File: src/rtl/hazard_tracker.sv
// hazard_tracker
// Holds the M and W stage destination records, ages their Tnew each cycle and
// captures load data at the M->W boundary. From the E, M and W records it
// produces the D-stage stall request and forwarded operands for D and E.
// Optional feature: define HAZARD_STAT_EN to add a 32-bit stall_count port.

module hazard_tracker (
   input  logic        clk,
   input  logic        reset,
   input  logic [4:0]  e_regw_adr,
   input  logic [31:0] e_reg_write,
   input  logic [4:0]  e_tnew,
   input  logic [31:0] m_rdata,
   input  logic [4:0]  d_rs,
   input  logic [4:0]  d_rt,
   input  logic [1:0]  d_tuse_rs,
   input  logic [1:0]  d_tuse_rt,
   input  logic [31:0] d_rs_rf,
   input  logic [31:0] d_rt_rf,
   input  logic [4:0]  e_rs,
   input  logic [4:0]  e_rt,
   input  logic [31:0] e_rs_in,
   input  logic [31:0] e_rt_in,
   output logic        stall,
   output logic [31:0] d_rs_val,
   output logic [31:0] d_rt_val,
   output logic [31:0] e_rs_val,
   output logic [31:0] e_rt_val
`ifdef HAZARD_STAT_EN
   ,
   output logic [31:0] stall_count
`endif
);

   logic [4:0]  mAdr_q,  mAdr_d;
   logic [31:0] mData_q, mData_d;
   logic [1:0]  mTnew_q, mTnew_d;
   logic [4:0]  wAdr_q,  wAdr_d;
   logic [31:0] wData_q, wData_d;
   logic [1:0]  eTnew;
   logic [32:0] dRsRes;
   logic [32:0] dRtRes;

   // Returns {stallRequest, value} for one D-stage source; youngest record wins.
   function automatic logic [32:0] dLookup(
      input logic [4:0]  r,
      input logic [1:0]  tuse,
      input logic [31:0] rf,
      input logic [4:0]  eA, input logic [31:0] eD, input logic [1:0] eT,
      input logic [4:0]  mA, input logic [31:0] mD, input logic [1:0] mT,
      input logic [4:0]  wA, input logic [31:0] wD
   );
      logic        hit;
      logic [31:0] data;
      logic [1:0]  tnew;
      logic [32:0] res;
      hit  = 1'b0;
      data = 32'd0;
      tnew = 2'd0;
      res  = {1'b0, rf};
      if (r != 5'd0 && eA == r) begin
         hit = 1'b1; data = eD; tnew = eT;
      end else if (r != 5'd0 && mA == r) begin
         hit = 1'b1; data = mD; tnew = mT;
      end else if (r != 5'd0 && wA == r) begin
         hit = 1'b1; data = wD; tnew = 2'd0;
      end
      if (hit) begin
         if (tnew > tuse) begin
            res = {1'b1, rf};
         end else if (tnew == 2'd0) begin
            res = {1'b0, data};
         end
      end
      return res;
   endfunction

   // Returns the forwarded E-stage operand; a not-yet-ready M match shadows W.
   function automatic logic [31:0] eLookup(
      input logic [4:0]  r,
      input logic [31:0] opIn,
      input logic [4:0]  mA, input logic [31:0] mD, input logic [1:0] mT,
      input logic [4:0]  wA, input logic [31:0] wD
   );
      logic [31:0] res;
      res = opIn;
      if (r != 5'd0 && mA == r) begin
         if (mT == 2'd0) res = mD;
      end else if (r != 5'd0 && wA == r) begin
         res = wD;
      end
      return res;
   endfunction

   // Clamp E Tnew to its legal range, then compute next M and W records.
   always_comb begin
      eTnew   = (e_tnew > 5'd2) ? 2'd2 : e_tnew[1:0];
      mAdr_d  = e_regw_adr;
      mData_d = e_reg_write;
      mTnew_d = (eTnew == 2'd0) ? 2'd0 : eTnew - 2'd1;
      wAdr_d  = mAdr_q;
      wData_d = (mTnew_q == 2'd1) ? m_rdata : mData_q;
   end

   // Advance the M and W records every cycle; stall does not hold them.
   always_ff @(posedge clk) begin
      if (!reset) begin
         mAdr_q  <= 5'd0;
         mData_q <= 32'd0;
         mTnew_q <= 2'd0;
         wAdr_q  <= 5'd0;
         wData_q <= 32'd0;
      end else begin
         mAdr_q  <= mAdr_d;
         mData_q <= mData_d;
         mTnew_q <= mTnew_d;
         wAdr_q  <= wAdr_d;
         wData_q <= wData_d;
      end
   end

   // Resolve D and E operands and the combined stall request.
   always_comb begin
      dRsRes   = dLookup(d_rs, d_tuse_rs, d_rs_rf, e_regw_adr, e_reg_write, eTnew,
                         mAdr_q, mData_q, mTnew_q, wAdr_q, wData_q);
      dRtRes   = dLookup(d_rt, d_tuse_rt, d_rt_rf, e_regw_adr, e_reg_write, eTnew,
                         mAdr_q, mData_q, mTnew_q, wAdr_q, wData_q);
      stall    = dRsRes[32] | dRtRes[32];
      d_rs_val = dRsRes[31:0];
      d_rt_val = dRtRes[31:0];
      e_rs_val = eLookup(e_rs, e_rs_in, mAdr_q, mData_q, mTnew_q, wAdr_q, wData_q);
      e_rt_val = eLookup(e_rt, e_rt_in, mAdr_q, mData_q, mTnew_q, wAdr_q, wData_q);
   end

`ifdef HAZARD_STAT_EN
   logic [31:0] stallCount_q, stallCount_d;

   // Next stall count; wraps naturally at 32 bits.
   always_comb begin
      stallCount_d = stall ? stallCount_q + 32'd1 : stallCount_q;
   end

   // Count cycles in which D was held back.
   always_ff @(posedge clk) begin
      if (!reset) stallCount_q <= 32'd0;
      else        stallCount_q <= stallCount_d;
   end

   assign stall_count = stallCount_q;
`endif

endmodule

File: config.mk
export PLATFORM = sky130hd
export DESIGN_NAME = hazard_tracker
export DESIGN_NICKNAME = d
export VERILOG_FILES = /design/src/rtl/hazard_tracker.sv
export SDC_FILE = /design/constraint.sdc
export NUM_CORES = 1
export LEC_CHECK = 0
export BUFFER_PORTS_ARGS = -buffer_cell sky130_fd_sc_hd__buf_2
export CAP_MARGIN = 10
export CORE_AREA = 2 2 140 142
export DETAILED_ROUTE_END_ITERATION = 16
export DIE_AREA = 0 0 142 144
export PLACE_DENSITY_LB_ADDON = 0.2
export SLEW_MARGIN = 25
export SYNTH_ARGS = -nofsm -noshare
export SYNTH_HDL_FRONTEND = slang
export SYNTH_SLANG_ARGS = --single-unit
export TNS_END_PERCENT = 50
File: constraint.sdc
create_clock -name clk -period 8 [get_ports clk]
set_clock_uncertainty 0.1 [all_clocks]
set_input_delay 2 -clock clk [delete_from_list [all_inputs] [get_ports clk]]
set_output_delay 2 -clock clk [all_outputs]
set_load 0.1 [all_outputs]
Yosys cells after proc, flatten, opt, wreduce, memory -nomap -nowiden
Cells that the tools add are included.
{"block": "classes", "bitwise": 2, "n_eq_ne": 11, "n_reduce_logical": 19, "n_addsub": 1, "magnitude_cmp": 3, "mux": 30}
{"op": "32-bit two-way mux", "count": 15}
{"op": "33-bit two-way mux", "count": 4}
{"op": "5-bit == test", "count": 10}
{"op": "5-bit nonzero test", "count": 4}
{"op": "1-bit logical AND", "count": 10}
{"op": "2-bit two-way mux", "count": 5}
{"op": "2-bit zero test", "count": 4}
{"op": "1-bit two-way mux", "count": 6}
{"op": "5-bit by 2-bit greater-than comparator with 1-bit output (second input constant)", "count": 1}
{"op": "2-bit greater-than comparator", "count": 2}
{"op": "2-bit by 1-bit == test with 1-bit output (second input constant)", "count": 1}
{"op": "2-bit OR reduction", "count": 1}
{"op": "2-bit by 1-bit subtractor with 2-bit output (second input constant)", "count": 1}
{"op": "1-bit NOT", "count": 1}
{"op": "1-bit bitwise OR", "count": 1}
{"block": "word_totals", "inputBits": 228, "output_inout_bits": 129, "register_bits": 76, "elab_cells": 71}

Logic depth before layout (Yosys ltp)
Gate-level depths: netlist of run 1.
{"block": "depth", "ltp_word": 9, "mapped_depth": 14, "mapped_depth_nobuf": 11}

Worst setup path before layout of run 1
OpenSTA, ideal clock, no wires.
{"block": "synth_timing", "path_kind": "input-to-output", "start": "input d_rs[3]", "end": "output d_rs_val[30]", "arrival_time_ps": 5956, "n_path_buf": 4, "required_time_ps": 5900, "path_stages": 14, "setup_slack_ps": -56, "path_cell_list": "buf_2 or4_1 nor2_2 or3_1 buf_4 clkbuf_1 nand3_1 o21ai_0 ha_1 nor2b_1 o21ai_0 o21ai_4 buf_6 mux2i_1"}
{"block": "synth_via", "elab_chain_cells": 8, "elab_cells_between_ends": 20, "cone_classes": "1 x order compare; 3 x eq/ne; 11 x mux; 5 x reduce/logical"}
{"item": "start: declaration", "line": "14", "text": "input logic [4:0] d_rs,"}
{"item": "5-bit == test (tied with other cells)", "line": "65", "text": "end else if (r != 5'd0 && wA == r) begin"}
{"item": "1-bit logical AND, on equally long branches", "line": "65, 63"}
{"item": "32-bit two-way mux or 2-bit two-way mux (tied branches)", "line": "65, 63"}
{"item": "32-bit two-way mux or 2-bit two-way mux (tied branches)", "line": "63, 61"}
{"item": "32-bit two-way mux or 2-bit zero test (tied branches)", "line": "61, 71"}
{"item": "32-bit two-way mux", "line": "71", "text": "end else if (tnew == 2'd0) begin"}
{"item": "33-bit two-way mux", "line": "69", "text": "if (tnew > tuse) begin"}
{"item": "33-bit two-way mux *", "line": "68", "text": "if (hit) begin"}
{"item": "end: declaration", "line": "25", "text": "output logic [31:0] d_rs_val,"}
Mark *: on every way between the ends. The rest lies on a longest branch, timed or not.

Worst setup path after layout of run 1
{"block": "layout_timing", "start": "input d_rt[1]", "end": "output d_rt_val[15]"}
{"block": "layout_via", "elab_chain_cells": 8, "elab_cells_between_ends": 20, "cone_classes": "1 x order compare; 3 x eq/ne; 11 x mux; 5 x reduce/logical"}
{"item": "start: declaration", "line": "15", "text": "input logic [4:0] d_rt,"}
{"item": "5-bit == test (tied with other cells)", "line": "65"}
{"item": "1-bit logical AND, on equally long branches", "line": "65, 63"}
{"item": "32-bit two-way mux or 2-bit two-way mux (tied branches)", "line": "65, 63"}
{"item": "32-bit two-way mux or 2-bit two-way mux (tied branches)", "line": "63, 61"}
{"item": "32-bit two-way mux or 2-bit zero test (tied branches)", "line": "61, 71"}
{"item": "32-bit two-way mux", "line": "71"}
{"item": "33-bit two-way mux", "line": "69"}
{"item": "33-bit two-way mux *", "line": "68"}
{"item": "end: declaration", "line": "26", "text": "output logic [31:0] d_rt_val,"}
Marks and branches as above.

==> results of run 1 <==
-- Yosys cell counts, types with 2 or more instances --
cell / instances / area share (%)
nor2_1: 74 / 4.3
nor3_1: 12 / 0.94
and2_1: 43 / 4.2
nor3b_1: 2 / 0.23
nor2b_1: 3 / 0.29
buf_6: 3 / 0.53
dfxtp_1: 76 / 24
o22a_1: 2 / 0.27
inv_1: 6 / 0.35
mux2i_1: 34 / 5.3
ha_1: 5 / 0.97
o2111a_1: 2 / 0.35
o21ai_0: 36 / 2.8
xnor2_1: 30 / 4.1
nor4_1: 2 / 0.19
nand2b_1: 2 / 0.19
buf_2: 10 / 0.78
buf_1: 3 / 0.18
mux2_2: 56 / 9.8
a21boi_0: 32 / 3.7
nand2_1: 232 / 14
buf_4: 4 / 0.47
clkbuf_1: 49 / 2.9
or3_1: 2 / 0.19
or4_1: 2 / 0.23
a221oi_1: 32 / 4.4
mux2_1: 7 / 1.2
nand3_1: 9 / 0.70
clkbuf_2: 2 / 0.16
a22oi_1: 63 / 7.4
xor2_1: 21 / 2.9
-- sequential cells by signal, summed over array words and instances, names as in the netlist --
name and cells:
mData_q 32, wData_q 32, mAdr_q 5, wAdr_q 5, mTnew_q 2
-- stage by stage --
stage / util [%] / power [mW]
2_1_floorplan: - / 0.9636
3_3_place_gp: 46.54 / 1.168
3_5_place_dp: 46.55 / 1.171
4_1_cts: 48.39 / 1.661
5_1_grt: 48.39 / 1.708
6_report: 48.42 / 1.649
-- layout make-up --
type | count | area, um^2 | area share [%]
multi-input cells | 721 | 4642 | 50.25
repair buffers | 374 | 2397 | 25.95
flip-flops and latches | 76 | 1521 | 16.47
well taps | 238 | 297.8 | 3.224
clock buffers | 12 | 256.5 | 2.777
clock inverters | 4 | 95.09 | 1.029
inverters | 6 | 22.52 | 0.2438
diodes | 2 | 5.005 | 0.05418
-- worst max-delay path, stage by stage --
cell and delay (ps):
buf_2 130, or4_4 540, nor2_4 190, nor4_2 90, buf_4 220, a22o_1 260, ha_1 280, nor2b_1 130
o21ai_0 260, nor3b_1 230, a32o_2 180, buf_4 270, mux2_2 380, buf_2 290
-- metal layers --
layer	vias to the layer above	track usage [%]	wire, um
li1	3666	-	-
met1	3481	29.89	11120
met2	335	43.96	13330
met3	39	4.007	1823
met4	0	8.895	557
met5	-	0	0
-- cell families (layout without fill, tap and decap cells) --
logic type               count (synthesis)  count (layout)  share of synthesized area (%)
multiplexers                            97              97                          16.35
XOR/XNOR                                51              51                          6.956
AO/OA/AOI/OAI                          178             178                          20.58
AND/OR/NAND/NOR                        390             390                          26.13
other                                    0               2                              0
buffers and inverters                   77             396                          5.320
flip-flops                              76              76                          23.69
adder cells (fa/ha/maj)                  5               5                         0.9743
-- final timing paths --
kind                    start           end  slack, ps  depth (start not counted)
setup / recovery      d_rt[1]  d_rt_val[15]        410                         14
hold reg to reg   mData_q[15]   wData_q[15]        410                          2
hold / removal    mData_q[15]   wData_q[15]        410                          2
setup reg to reg   mTnew_q[0]   wData_q[14]       6240                          3
-- power groups by stage --
stage	logic [mW]	registers (mW)	clock network [mW]
floorplan	0.537	0.427	0
global placement	0.731	0.436	0
detailed placement	0.734	0.437	0
CTS	0.736	0.429	0.496
global route	0.766	0.432	0.511
finish	0.734	0.429	0.485
==> flow_summary_export.csv, run 1 <==
group,metric,value,unit
run,drv_cap,0,
pwr,p_sw,0.7280,mW
yosys,yosysWarningCount,0,
yosys,synth-seq-area-share,23.69,%
finish,mostFrequentLayoutCell,"buf_2",
grt,grt_pass1_wl,38.42,mm
clocking,htreeDepth,3,
sta,finalCritPeriodShare,94.89,%
yosys,async_flop_share,0,%
place,dp_cells,1415,
finish,fillerInstances,1954,
grt,groute.usage.overall,24.63,%
pwr,power.density,178.5,nW/um^2
route,vias,7521,
route,drt_iter0_drc,471,
pwr,p_leak,4.236,nW
yosys,synth_area,6421,um^2
floorplanning,num_io_pins,357,
clocking,cts_tree,"yes",
clocking,cts_resized,0,
route,drt-total-wl,26.83,mm
critical_path,crit_arrival,5490,ps
critical_path,crit_fanout,21,
clocking,clkSlewWorstSetupHoldPaths,60,ps
finish,syn2layout_area_growth,43.86,%
clocking,cts_buffer_depth,2,
route,wl_per_cell,18.72,um
sta,grt_setup_unrepaired,"no",
clocking,cts_root_buffer,"clkbuf_16",
grt,antenna_found_initial,0,
floorplanning,num_rows,51,
yosys,synth_edf_count,0,
finish,drive_gt1_share,39.23,%
sta,fin_crit,7592,ps
route,drtPass1Iterations,7,
pwr,seqPwrFrac,26.1,%
sta,hold_ws,410.8,ps
pwr,comb_power_share,44.5,%
sta,setup_violations,0,
place,postPlaceCellArea,8881,um^2
floorplanning,die_area,20450,um^2
sta,setup_tns,0,ps
finish,stdcell_area,9238,um^2
sta,slew_violations,0,
outcome,status,"complete, no violations",
route,drcViolationCount,0,
route,vias_per_cell,5.248,
finish,nets,1421,
pwr,ir_drop,0.09297,mV
grt,overflow,0,
pwr,internal-power,0.9205,mW
sta,max_freq,0.1317,GHz
pwr,pwr-share-clk,29.4,%
grt,grt_max_degree,76,
sta,hold_viol,0,
critical_path,cp.required,5900,ps
hold_path,min-delay-path-class,"flop to flop",
clocking,holdBufCountCts,0,
place,port_buffers,356,
pwr,swShare,44.16,%
place,dpl.hpwl,19.47,mm
yosys,postSynthAreaPerCell,7.347,um^2
yosys,ys.flop_type,"dfxtp_1",
floorplanning,fp.dieW,142,um
clocking,clock_latency,330,ps
route,final_antenna_net_count,0,
yosys,synth.distinct_cells,49,
yosys,mappedNetlistNets,1107,
clocking,cts_setup_buffers,0,
place,gp_congestion,0.8356,
floorplanning,die_y,144,um
finish,final_cells,1433,
floorplanning,initial_core_util,33.65,%
clocking,cts.sinks,76,
critical_path,cp-end-kind,"output pin",
sta,fin_ws,408.5,ps
yosys,synth_cells,874,
critical_path,worstSetupStartpointType,"input pin",
place,place_ws,430.3,ps
sta,relSlewSlack,35.00,%
grt,grt_pass1_vias,7083,
clocking,cts_buffers,9,
floorplanning,fp.coreArea,19080,um^2
finish,mostFrequentLayoutCells,"buf_2 (324), nand2_1 (232), dfxtp_1 (76)",
critical_path,critical_path_class,"input pin to output pin",
sta,tightest_slew,972.6,ps
yosys,synth.ff_latch_count,76,
(Power assumes the default switching activity.)
==> run 2: changes to the inputs <==
Settings changed: RECOVER_POWER set to 100.
==> flow_summary_export.csv, run 2 (same netlist as run 1, synthesis figures left out) <==
group,metric,value,unit
finish,mostFrequentLayoutCells,"buf_2 (233), nand2_1 (232), dfxtp_1 (76)",
critical_path,crit_arrival,5570,ps
floorplanning,fp.coreArea,19080,um^2
finish,mostFrequentLayoutCell,"buf_2",
clocking,clock_latency,340,ps
sta,tightest_slew,2889,ps
sta,finalCritPeriodShare,95.83,%
critical_path,r2r_start,"mTnew_q[0]",
grt,groute.usage.overall,24.63,%
route,wl_per_cell,18.62,um
clocking,cts_resized,0,
floorplanning,fp.dieW,142,um
sta,relSlewSlack,-92.58,%
finish,stdcell_area,9104,um^2
route,drcViolationCount,0,
floorplanning,die_area,20450,um^2
clocking,htreeDepth,3,
route,drt-total-wl,26.67,mm
critical_path,cp.required,5900,ps
grt,overflow,0,
sta,hold_viol,0,
clocking,cts_root_buffer,"clkbuf_16",
sta,fin_crit,7666,ps
clocking,cts_buffers,9,
pwr,power.density,179.7,nW/um^2
place,postPlaceCellArea,8881,um^2
place,port_buffers,356,
clocking,cts_buffer_depth,2,
route,vias_per_cell,5.263,
pwr,p_leak,4.087,nW
critical_path,cp-end-kind,"output pin",
finish,drive_gt1_share,34.62,%
critical_path,endpoint,"d_rs_val[0]",
sta,slew_violations,126,
critical_path,crit_start,"d_rs[1]",
critical_path,crit_fanout,17,
critical_path,critical_path_class,"input pin to output pin",
clocking,holdBufCountCts,0,
floorplanning,die_y,144,um
hold_path,min-delay-path-class,"flop to flop",
critical_path,reg2reg_slack,6240,ps
sta,setup_tns,0,ps
clocking,cts.sinks,76,
grt,grt_pass1_vias,7083,
clocking,cts_tree,"yes",
grt,antenna_found_initial,0,
sta,hold_ws,413.3,ps
clocking,cts_setup_buffers,0,
run,drv_cap,3,
grt,grt_max_degree,76,
pwr,finalPower,1.636,mW
sta,max_freq,0.1304,GHz
place,dpl.hpwl,19.47,mm
floorplanning,initial_core_util,33.65,%
route,vias,7537,
critical_path,r2r_cells,3,
floorplanning,num_io_pins,357,
pwr,ir_drop,0.09247,mV
finish,syn2layout_area_growth,41.78,%
route,final_antenna_net_count,0,
critical_path,worstSetupStartpointType,"input pin",
finish,nets,1421,
clocking,clkSlewWorstSetupHoldPaths,60,ps
critical_path,r2r-end,"wData_q[14]",
sta,setup_violations,0,
route,drt_iter0_drc,452,
outcome,status,"finished with violations",
finish,reg_top3,"mData_q x32, wData_q x32",
sta,grt_setup_unrepaired,"no",
outcome,violations,"capacitance limit, slew limit",
route,drtPass1Iterations,5,
floorplanning,num_rows,51,
grt,grt_pass1_wl,38.42,mm
place,gp_congestion,0.8356,
run 2: cell type report:
cell class	instances	area, um^2
antenna	1	2.502
clock buffer	12	256.5
clock inverter	4	95.09
fill	1982	9976
inverter	6	22.52
multi-input combinational	721	4627
sequential	76	1521
tap	238	297.8
timing repair buffer	374	2281
run 2: layer usage:
layer | GRT usage [%] | routed length [um] | vias up
met5 | 0 | 0 | -
met4 | 8.895 | 556 | 0
met3 | 4.007 | 1888 | 40
met2 | 43.96 | 13330 | 348
met1 | 29.89 | 10900 | 3487
li1 | - | - | 3662
run 2: power by group:
group / switching [mW] / internal [mW]
Clock: 0.163 / 0.322
Sequential: 0.0286 / 0.401
Combinational: 0.535 / 0.187
run 2: how the worst min path moves through the flow:
stage | end | start | slack (ps) | depth (start not counted)
finish | wData_q[15] | mData_q[15] | 410 | 2
global placement | wData_q[29] | mData_q[29] | 400 | 2
detailed placement | wData_q[15] | mData_q[15] | 400 | 2
floorplan | wData_q[30] | mData_q[30] | 380 | 2
global route | wData_q[15] | mData_q[15] | 440 | 2
CTS | wData_q[15] | mData_q[15] | 410 | 2
run 2: metrics by stage:
step           std cells  utilization [%]  setup WS (ps)
2_1_floorplan        874                -          406.0
3_3_place_gp        1415            46.54          450.6
3_5_place_dp        1415            46.55          430.3
4_1_cts             1431            48.39          418.7
5_1_grt             1431            47.70          166.9
6_report            1432            47.71          333.6
run 2: worst max-delay path, cell delays in order:
cell and delay [ps]:
buf_2 130, or4_1 570, nor2_1 400, or3_2 350
nand3_1 100, o21ai_0 100, ha_1 280, nor2b_1 140
o21ai_0 370, o21ai_4 290, buf_4 310, mux2_2 330
buf_12 170
